==> config.mk <==
export PLATFORM = sky130hd
export DESIGN_NAME = reg_serial_rd
export DESIGN_NICKNAME = d
export VERILOG_FILES = /design/src/rtl/reg_serial_rd.sv
export SDC_FILE = /design/constraint.sdc
export NUM_CORES = 1
export LEC_CHECK = 0
export BUFFER_PORTS_ARGS = -buffer_cell sky130_fd_sc_hd__buf_2
export CORE_MARGIN = 2
export CORE_UTILIZATION = 50
export CTS_CLUSTER_SIZE = 10
export DETAILED_ROUTE_END_ITERATION = 12
export MAX_ROUTING_LAYER = met4
export PLACE_DENSITY = 0.87
export SLEW_MARGIN = 10
export SYNTH_ARGS = -nofsm -noshare
export SYNTH_HDL_FRONTEND = slang
export SYNTH_SLANG_ARGS = --single-unit
==> constraint.sdc <==
create_clock -name clk -period 3.7 [get_ports clk]
set_input_delay 0.74 -clock clk [delete_from_list [all_inputs] [get_ports clk]]
set_output_delay 0.74 -clock clk [all_outputs]
set_load 0.01 [all_outputs]
==> src/rtl/reg_serial_rd.sv <==
// Parallel-in, serial-out register reader: captures a WIDTH-bit word on load and
// streams it LSB-first over a valid/ready handshake, then pulses done.
module reg_serial_rd #(
  parameter int WIDTH = 8
) (
  input  logic             clk,
  input  logic             rst,
  input  logic             load,
  input  logic [WIDTH-1:0] din,
  output logic             busy,
  output logic             sout,
  output logic             sout_valid,
  input  logic             sout_ready,
  output logic             last,
  output logic             done
);

  localparam int CNT_W = $clog2(WIDTH);

  localparam logic [1:0] IDLE  = 2'd0;
  localparam logic [1:0] SHIFT = 2'd1;
  localparam logic [1:0] DONE  = 2'd2;

  localparam logic [CNT_W-1:0] CNT_LAST = CNT_W'(WIDTH - 1);

  logic [1:0]       state_q, state_d;
  logic [WIDTH-1:0] shreg_q, shreg_d;
  logic [CNT_W-1:0] cnt_q,   cnt_d;

  always_comb begin
    state_d = state_q;
    shreg_d = shreg_q;
    cnt_d   = cnt_q;
    case (state_q)
      IDLE: begin
        if (load) begin
          shreg_d = din;
          cnt_d   = '0;
          state_d = SHIFT;
        end
      end
      SHIFT: begin
        // Without a handshake everything holds, so sout stays stable under backpressure.
        if (sout_ready) begin
          shreg_d = shreg_q >> 1;
          if (cnt_q == CNT_LAST) begin
            cnt_d   = '0;
            state_d = DONE;
          end else begin
            cnt_d = cnt_q + CNT_W'(1);
          end
        end
      end
      DONE:    state_d = IDLE;
      default: state_d = IDLE;
    endcase
  end

  always_ff @(posedge clk) begin
    if (rst) begin
      state_q <= IDLE;
      shreg_q <= '0;
      cnt_q   <= '0;
    end else begin
      state_q <= state_d;
      shreg_q <= shreg_d;
      cnt_q   <= cnt_d;
    end
  end

  // Outputs decode registered state only, so they settle to reset values at the reset edge.
  assign busy       = (state_q == SHIFT) || (state_q == DONE);
  assign sout_valid = (state_q == SHIFT);
  assign sout       = shreg_q[0];
  assign last       = (state_q == SHIFT) && (cnt_q == CNT_LAST);
  assign done       = (state_q == DONE);

endmodule
# Word level (Yosys, flattened, before mapping)
# Index checks and enable logic that the tools add are counted.
[word_totals] register_bits=13 latch_bits=0 ramBits=0 romBits=0 inputBits=12 out_inout_bits=5 word_cells=27 memories=0
[classes] add_sub_neg=1 multipliers=0 div=0 order_cmp=0 eq_ne=6 n_shift=0 muxes=11 n_bitwise=0 reduce_logical=6
[ops] operator="two-way mux 8 bit" count=2
[ops] operator="case mux 8 bit (2 select lines)" count=1
[ops] operator="two-way mux 3 bit" count=3
[ops] operator="two-way mux 2 bit" count=3
[ops] operator="case mux 3 bit (2 select lines)" count=1
[ops] operator="AND reduction 3 bit" count=2
[ops] operator="!= test 2 x 1 -> 1 bit, second input constant" count=2
[ops] operator="case mux 2 bit (2 select lines)" count=1
[ops] operator="adder 3 x 1 -> 3 bit, second input constant" count=1
[ops] operator="equality test 3 bit, second input constant" count=1
[ops] operator="equality test 2 x 1 -> 1 bit, second input constant" count=1
[ops] operator="equality test 2 bit, second input constant" count=1
[ops] operator="logical NOT 2 bit" count=1
[ops] operator="!= test 2 bit, second input constant" count=1
[ops] operator="nonzero test 2 bit" count=1
[ops] operator="logical AND 1 bit" count=1
[ops] operator="logical OR 1 bit" count=1

# Depth between registers and ports, before layout
[logic_depth] ltp_word=4 ltp_mapped=6

# Worst setup path before layout
# No wires, ideal clock.
[synth_path] path_kind="reg-to-output" start="register state_q[1]" end="output last" arrival_time_ns=1.111 setup_slack_ns=1.849 stages_incl_launch_ff=6 path_buffers=2 path_cell_list="dfxtp_1 -> inv_1 -> ha_1 -> buf_6 -> buf_4 -> and2_1"
[synth_between] elab_chain_len=2
[synth_lines] element="start, declared" line="26" source="logic [1:0] state_q, state_d;"
[synth_lines] element="start signal, assigned" line="65" source="state_q <= state_d;"
[synth_lines] element="equality test 2 x 1 -> 1 bit"
[synth_lines] element="via sout_valid" line="12" source="output logic sout_valid,"
[synth_lines] element="logical AND 1 bit" line="75" source="assign last = (state_q == SHIFT) && (cnt_q == CNT_LAST);"
[synth_lines] element="end, declared" line="14" source="output logic last,"
# The timed path passes the listed nets, and every way through them passes these cells.

# Worst setup path in the final report
[layout_path] start="register state_q[1]" end="output last"
[layout_between] elab_chain_len=2
[layout_lines] element="equality test 2 x 1 -> 1 bit" line="75"
[layout_lines] element="logical AND 1 bit" line="75"
# No other way between the ends.

==> flow_summary.json <==
{
  "leakagePower_uw": 0.0003569,
  "cp.arrival_ns": 1.66,
  "first_global_vias": 513,
  "p_clk_frac": 0.148,
  "share_comb_of_total_power": 0.481,
  "yosysTopAreaCell": "dfxtp_1",
  "crit_fanout": 15,
  "postSynthCellCount": 73,
  "antenna_found_initial": 0,
  "required_ns": 2.96,
  "synth_nets": 92,
  "core_area_sq_um": 1318,
  "numCtsBuffers": 3,
  "status": "completed",
  "path_clk_slew_ns": 0.09,
  "first_iter_violations": 5,
  "setup_viol_count_final": 0,
  "powerDensity_nw_per_um2": 726.7,
  "path_buf_inv": 2,
  "insertion_delay_ns": 0.27,
  "synth.distinct_cells": 23,
  "dpl.cell_count": 100,
  "p_sw_frac": 0.3949,
  "p_switching_uw": 234.5,
  "hold-worst-slack_ns": 0.4894,
  "critPathTopFamily": "adder cells",
  "maxCapViolCount": 0,
  "synth_top_area_frac": 0.3617,
  "vias": 558,
  "fin_crit_sh": 0.6500,
  "post_drt_wl_per_cell_microns": 11.96,
  "cts_tree": "yes",
  "dp_hpwl_microns": 926.1,
  "die_height_microns": 41.93,
  "grtUsageTotal": 0.1608,
  "layout_common_cells": "buf_2, dfxtp_1, mux2i_1, a21oi_1",
  "slew_viol_final": 0,
  "grt_max_degree": 16,
  "tightest_slew_ns": 0.6619,
  "drt_pass1_iterations": 4,
  "seq_power_share": 0.371,
  "cts-root-buf": "clkbuf_4",
  "vias_per_cell": 5.365,
  "relSlewSlack": 0.5587,
  "areaGrowthSynthToFinish_pct": 13.57,
  "cpPeakStageDelay_ns": 0.60,
  "fin_worst_skew_ns": 0.009770,
  "fp-row-count": 13,
  "fin_tns_setup_ns": 0,
  "io_pins": 17,
  "finalHoldViolations": 0,
  "critPathKind": "flip-flop to output pin",
  "drcViolationCount": 0,
  "finalPower_uw": 593.7,
  "slowest_stage": "ha_1",
  "synth_area_sq_um": 719.4,
  "reg2reg_from": "state_q[1]",
  "intPower_uw": 359.3,
  "final_nets": 109,
  "crit_chain": "inv_1, ha_1, and2_1, buf_2",
  "cts_htree_levels": 1,
  "io_buffers": 16,
  "clockBufferDepth": 2,
  "ant_nets": 0,
  "grt_pass1_wl_microns": 2159,
  "hold_depth": 2,
  "rsz0062_at_grt": "false",
  "drive_gt1_frac": 0.2360,
  "die_w_microns": 41.93,
  "holdBufCountCts": 0,
  "totalWireLength_microns": 1244,
  "final_common_cell": "buf_2",
  "reg2reg_depth": 5,
  "fin_crit_ns": 2.405,
  "endpoint_kind": "output pin",
  "holdPathEnd": "shreg_q[7]",
  "place_congestion": 0.7022,
  "hp-class": "flip-flop to flip-flop",
  "synth_area_leaders": "dfxtp_1, mux2i_1, ha_1",
  "post_cts_buffers": 0,
  "synth_warnings": 0,
  "r2r_slack_ns": 1.78,
  "startpoint_type": "flip-flop",
  "nFillCells": 115,
  "yosysSeqAreaShare": 0.3617,
  "diodes": 0,
  "fmax_ghz": 0.4158,
  "cts_resized": 0,
  "rr_endpoint": "shreg_q[4]",
  "peakVddDrop_uv": 427.6,
  "synth_area_per_cell_sq_um": 9.855,
  "synth_seq_cells": 13,
  "cts_sinks": 13,
  "start_util": 0.5461,
  "hp-start": "shreg_q[7]",
  "fin_cells": 104,
  "grt.overflow.total": 0,
  "die-area_sq_um": 1758
}
## synthesized netlist by cell type, drive strengths merged
cell type and number:
buf 4, nand2b 5, nor3b 1, nand4b 1, nor3 1, ha 7
mux2 1, nand2 2, a22o 2, nand3 1, a211oi 7, a21oi 11
dfxtp 13, and2 1, nor2 1, and2b 1, o21ai 2, mux2i 10
inv 2
## sequential cells by signal, indices dropped and copies added (netlist names)
name / flops
cnt_q: 3
state_q: 2
shreg_q: 8
## power by group through the flow
stage               sequential, uW  clock, uW  combinational (uW)
CTS                            220       92.3                 289
finish                         220       88.0                 286
global route                   226       98.3                 320
detailed placement             223          0                 288
global placement               220          0                 280
floorplan                      219          0                 243
## final cells by class
class                   count  area [sq um]  share of cell area
multi-input cells          54         424.2              0.5191
inverters                   2         7.507            0.009188
clock buffers               4         26.28             0.03216
flip-flops and latches     13         260.3              0.3185
well taps                  15         18.77             0.02297
repair buffers             16         80.08             0.09801
## worst register-to-register path, delay by kind of cell (launching register included)
family                   cells  cell delay (ns)
AO/OA/AOI/OAI                1             0.14
adder cells (fa/ha/maj)      1             0.60
buffers and inverters        1             0.12
flip-flops                   1             0.33
multiplexers                 1             0.21
AND/OR/NAND/NOR              1             0.37
## kinds of logic after synthesis
| logic type | count (synthesis) | share of synthesized area |
|---|---|---|
| adders and majority gates | 7 | 0.1217 |
| DFF | 13 | 0.3617 |
| AOI/OAI and AO/OA | 22 | 0.1931 |
| and+or+nand+nor | 14 | 0.1148 |
| muxes | 11 | 0.1600 |
| buffers and inverters | 6 | 0.04869 |
## metal layers
metal  part of all wire  up-vias  track usage
li1                   -      295            -
met3              0.056        2      0.03043
met4             0.0048        0      0.05806
met2               0.45       11       0.2469
met5                  0        -            -
met1               0.48      250       0.2102
## stage by stage
stage            util  setup WS [ns]  instance area, sq um
5_1_grt        0.6201          1.171                 817.0
3_3_place_gp   0.6002          1.628                 790.8
2_1_floorplan       -          1.849                 719.4
3_5_place_dp   0.6002          1.585                 790.8
4_1_cts        0.6201          1.273                 817.0
6_report       0.6201          1.295                 817.0
## how the worst max path moves through the flow
stage	depth (start not counted)	endpoint	from	slack [ns]
6_report	4	last	state_q[1]	1.30
2_1_floorplan	5	last	state_q[1]	1.85
4_1_cts	4	last	state_q[1]	1.27
3_5_place_dp	4	last	state_q[1]	1.58
3_3_place_gp	4	last	state_q[1]	1.63
5_1_grt	4	last	state_q[1]	1.17
No activity file was read; power rests on OpenSTA's default activity.
